[config.mk]
export PLATFORM = sky130hd
export DESIGN_NAME = array_sort_check_datapath
export DESIGN_NICKNAME = d
export VERILOG_FILES = /design/src/rtl/array_sort_check_datapath.sv
export SDC_FILE = /design/constraint.sdc
export NUM_CORES = 1
export LEC_CHECK = 0
export BUFFER_PORTS_ARGS = -buffer_cell sky130_fd_sc_hd__buf_2
export CORE_MARGIN = 3
export CORE_UTILIZATION = 45
export CTS_BUF_LIST = sky130_fd_sc_hd__clkbuf_4 sky130_fd_sc_hd__clkbuf_8
export DETAILED_ROUTE_END_ITERATION = 7
export PLACE_DENSITY = 0.7
export SYNTH_ARGS = -nofsm -noshare
export SYNTH_HDL_FRONTEND = slang
export SYNTH_SLANG_ARGS = --single-unit
[constraint.sdc]
create_clock -name clock -period 15.53 [get_ports clock]
set_clock_uncertainty 0.05 [all_clocks]
set_input_delay 0.7765 -clock clock [delete_from_list [all_inputs] [get_ports clock]]
set_output_delay 0.7765 -clock clock [all_outputs]
set_load 0.02 [all_outputs]
[src/rtl/array_sort_check_datapath.sv]
// Datapath for the array sort-check FSM: storage, length/index registers, status flags, first-inversion capture.
// Optional macro SORT_CHECK_SIGNED_EN selects a two's-complement element comparison (unsigned otherwise).
module array_sort_check_datapath #(
    parameter int WIDTH  = 32,
    parameter int ADDR_W = 4
) (
    input  logic              clock,
    input  logic              reset,
    input  logic              wr_en,
    input  logic [ADDR_W-1:0] wr_addr,
    input  logic [WIDTH-1:0]  wr_data,
    input  logic [ADDR_W:0]   length,
    input  logic              load_input,
    input  logic              load_index,
    input  logic              select_index,
    output logic              inversion_found,
    output logic              end_of_array,
    output logic              zero_length_array,
    output logic              first_inv_valid,
    output logic [ADDR_W-1:0] first_inv_addr
);
    localparam int DEPTH = 2**ADDR_W;
    localparam logic [ADDR_W:0] DEPTH_L = (ADDR_W+1)'(DEPTH);

    logic [DEPTH-1:0][WIDTH-1:0] arr;
    logic [ADDR_W:0]             len;
    logic [ADDR_W:0]             idx;
    logic [ADDR_W-1:0]           cur_addr;
    logic [ADDR_W-1:0]           prv_addr;
    logic [WIDTH-1:0]            left_val;
    logic [WIDTH-1:0]            right_val;
    logic                        greater;

    always_ff @(posedge clock or posedge reset) begin
        if (reset) begin
            arr <= '0;
        end else if (wr_en) begin
            arr[wr_addr] <= wr_data;
        end
    end

    always_ff @(posedge clock or posedge reset) begin
        if (reset) begin
            len <= '0;
            idx <= '0;
        end else begin
            if (load_input)
                len <= (length > DEPTH_L) ? DEPTH_L : length;
            if (load_input || (load_index && !select_index))
                idx <= (ADDR_W+1)'(1);
            else if (load_index && (idx < len))
                idx <= idx + 1'b1;
        end
    end

    // Low address bits only; out-of-range indices are masked by the flag gating below.
    assign cur_addr  = idx[ADDR_W-1:0];
    assign prv_addr  = cur_addr - 1'b1;
    assign left_val  = arr[prv_addr];
    assign right_val = arr[cur_addr];

`ifdef SORT_CHECK_SIGNED_EN
    assign greater = $signed(left_val) > $signed(right_val);
`else
    assign greater = left_val > right_val;
`endif

    assign zero_length_array = (len < (ADDR_W+1)'(2));
    assign end_of_array      = (idx >= len);
    assign inversion_found   = !zero_length_array && !end_of_array && greater;

    always_ff @(posedge clock or posedge reset) begin
        if (reset) begin
            first_inv_valid <= 1'b0;
            first_inv_addr  <= '0;
        end else if (load_input) begin
            first_inv_valid <= 1'b0;
        end else if (inversion_found && !first_inv_valid) begin
            first_inv_valid <= 1'b1;
            first_inv_addr  <= prv_addr;
        end
    end
endmodule

==> impl_metrics.yaml <==
clock_network:
  ctsLongestPathBuffers: 3
  numCtsBuffers: 89
  clkSlewWorstSetupHoldPaths_ns: 0.06
  tritoncts: "done"
  cts_setup_buffers: 0
  clk_latency_ns: 0.67
  h-tree-depth: 3
  ctsResizeCount: 0
  cts.sinks: 527
  root_buffer: "clkbuf_8"
  ctsHoldBuffers: 0
outcome:
  status: "completed"
critical_path:
  required_ns: 14.70
  worstSetupPathType: "register to output port"
  cp-start-kind: "register"
  cp_slowest_cell: "dfrtp_4"
  worstPathMaxFanout: 58
  max_stage_delay_ns: 0.97
  cp.arrival_ns: 6.96
  crit_chain: "inv_1 -> ha_4 -> buf_4 -> buf_4 -> mux4_2 -> mux4_2 -> ha_1 -> nand4_1 -> or3_1 -> a21oi_1 -> or4bb_1 -> nand4_1 -> nand2_1 -> buf_2"
  cp-end-kind: "output port"
logic_synthesis:
  syn_nets: 1814
  ys_seq_elements: 527
  synthSimpleGateAreaFrac: 0.0150
  synth_adder_area_share: 0.0173
  synth.distinct_cells: 42
  yosysSeqAreaShare: 0.467
  syn_area_mm2: 0.0282
  synth-xor-area-share: 0.00186
  synth_top_family_by_area: "multiplexers"
  synth.area.mux_share: 0.461
  synth_flop_cell: "dfrtp_1"
  async_flop_share: 1.00
  synth_compound_area_frac: 0.00860
  avgSynthCellArea_um2: 16.3
  synth_cells: 1728
  yosysWarningCount: 0
  synth-edff-count: 0
global_routing:
  grt_max_degree: 175
  grt_pass1_vias: 17800
  grt_pass1_wl_mm: 110
  antenna_found_initial: 7
  grt_use_total: 0.217
  globalRouteOverflowTotal: 0
final_layout:
  drive_gt1_frac: 0.501
  nets: 1830
  final_area_mm2: 0.0312
  stdcell_count: 2643
  syn_to_final_growth_pct: 10.4
detailed_routing:
  final_antenna_net_count: 0
  vias: 16500
  routed_wl_mm: 70.0
  viasPerCell: 6.26
  wl_per_cell_um: 26.5
  dr.pass1.iters: 5
  drc: 0
  drt-initial-drc-count: 1467
placed_design:
  place_inst: 2490
  io_buffers: 54
  hpwl_mm: 40.0
  placed_cell_area_mm2: 0.0293
  finalWeightedCongestion: 0.785
floorplan:
  die_h_um: 256
  start_util: 0.456
  dieArea_mm2: 0.0658
  core_mm2: 0.0619
  row_count: 91
  die_w_um: 256
  boundaryPins: 55
min_path:
  min-delay-path-class: "primary input to asynchronous set/reset pin"
power_and_ir_drop:
  power_density_mw_per_mm2: 146
  power_w: 0.00455
  irDropWorstVdd_v: 0.0000666
  leakagePower_nw: 13.0
sta:
  slew_violations: 0
  setup_viol: 0
  finalSetupTns_ns: 0
  hold_viol_final: 0
  min_period_ns: 7.78
  fin_crit_sh: 0.501
  max_slew_margin: 0.279
  grt_setup_unrepaired: "false"
  worst_pin_slew_ns: 1.08
  fmax_mhz: 129
flow_run:
  drv_cap: 0
metrics by stage:
step,hold WS (ns),setup slack [ns],util
2_1_floorplan,0.420,7.54,-
3_3_place_gp,0.432,8.49,0.473
3_5_place_dp,0.445,8.40,0.473
4_1_cts,0.251,7.64,0.503
5_1_grt,0.305,7.41,0.503
6_report,0.284,7.75,0.503
Yosys cell counts (13+ instances only):
cell        n  area share
a21oi_1    16      0.0028
nand2_1    13      0.0017
dfrtp_1   527        0.47
buf_1      29      0.0039
clkbuf_1   98       0.013
buf_2      31      0.0055
mux2_2    319        0.13
ha_1       39       0.017
mux4_2    320        0.26
nor2_1     19      0.0025
mux2_1    193       0.077
inv_1      46      0.0061
layout by cell type, fill, tap and decap left out, types with 2 or more instances in the layout:
master,Yosys,layout
a211oi_1,2,2
a21o_1,3,3
a21oi_1,16,16
buf_12,0,3
buf_2,31,54
buf_4,1,27
bufinv_16,0,2
clkbuf_4,0,23
clkbuf_8,0,110
clkinv_2,0,9
clkinvlp_4,0,3
dfrtp_1,527,523
dfrtp_4,0,3
diode_2,0,3
ha_1,39,38
inv_1,46,45
inv_6,0,2
mux2_1,193,193
mux2_2,319,319
mux2i_1,4,4
mux4_2,320,320
nand2_1,13,12
nand2b_1,6,4
nand2b_2,0,2
nand3_1,6,6
nand3b_1,6,6
nand4_1,10,10
nor2_1,19,10
nor2_4,0,9
nor3_1,2,2
o211ai_1,2,2
o21ai_0,8,8
o21ai_1,2,2
or3_2,0,3
xnor2_2,0,2
xor2_1,3,3
state kept, by name (all words and copies together), names as in the netlist:
name,flops
len,5
arr,512
idx,5
first_inv_addr,4
first_inv_valid,1
layout make-up:
type	instances	area, µm²
fill	5163	30800
multi-input combinational	996	14300
sequential	527	13200
clock buffer	133	1690
tap	837	1050
timing repair buffer	84	533
inverter	46	176
clock inverter	17	158
antenna	3	7.51
cell families (layout without fill, tap and decap cells):
logic type | after synthesis | count (layout)
AOI/OAI and AO/OA | 38 | 38
xor gates and xnor gates | 6 | 6
adders and majority gates | 39 | 39
buffers and inverters | 205 | 280
DFF | 527 | 527
muxes | 837 | 837
other | 0 | 3
and+or+nand+nor | 76 | 76
final timing paths:
path                       startpoint  depth (start not counted)                 to  slack, ns
hold reg to reg              arr[335]                          1           arr[335]       0.46
min in group clock          length[2]                          3             len[2]       0.31
setup reg to reg               idx[1]                         13  first_inv_addr[0]       8.83
setup / recovery               idx[1]                         14    inversion_found       7.75
max in group asynchronous       reset                          5           arr[132]      11.78
hold / removal                  reset                          2           arr[310]       0.28
critical path: cells and delay by family (launching register included):
family / cells / cell delay [ns]
mux: 2 / 0.93
simple gates: 5 / 1.34
flops: 1 / 0.97
buf+inv: 4 / 1.96
fa+ha+maj: 2 / 0.85
compound gates: 1 / 0.15
power by group:
group | switching (W) | leakage, nW | total [W] | internal (W)
sequential | 0.000256 | 6.47 | 0.00195 | 0.00170
combinational | 0.000513 | 5.56 | 0.00131 | 0.000799
clock | 0.000566 | 0.980 | 0.00129 | 0.000725
total | 0.00133 | 13.0 | 0.00455 | 0.00322
layer usage:
layer / vias up / global-route usage / part of all wire
met5: - / 0 / 0.00040
met4: 4 / 0.0770 / 0.030
met3: 141 / 0.0518 / 0.072
met2: 606 / 0.351 / 0.49
met1: 8999 / 0.290 / 0.41
li1: 6783 / - / -
No activity file was read; power rests on OpenSTA's default activity.
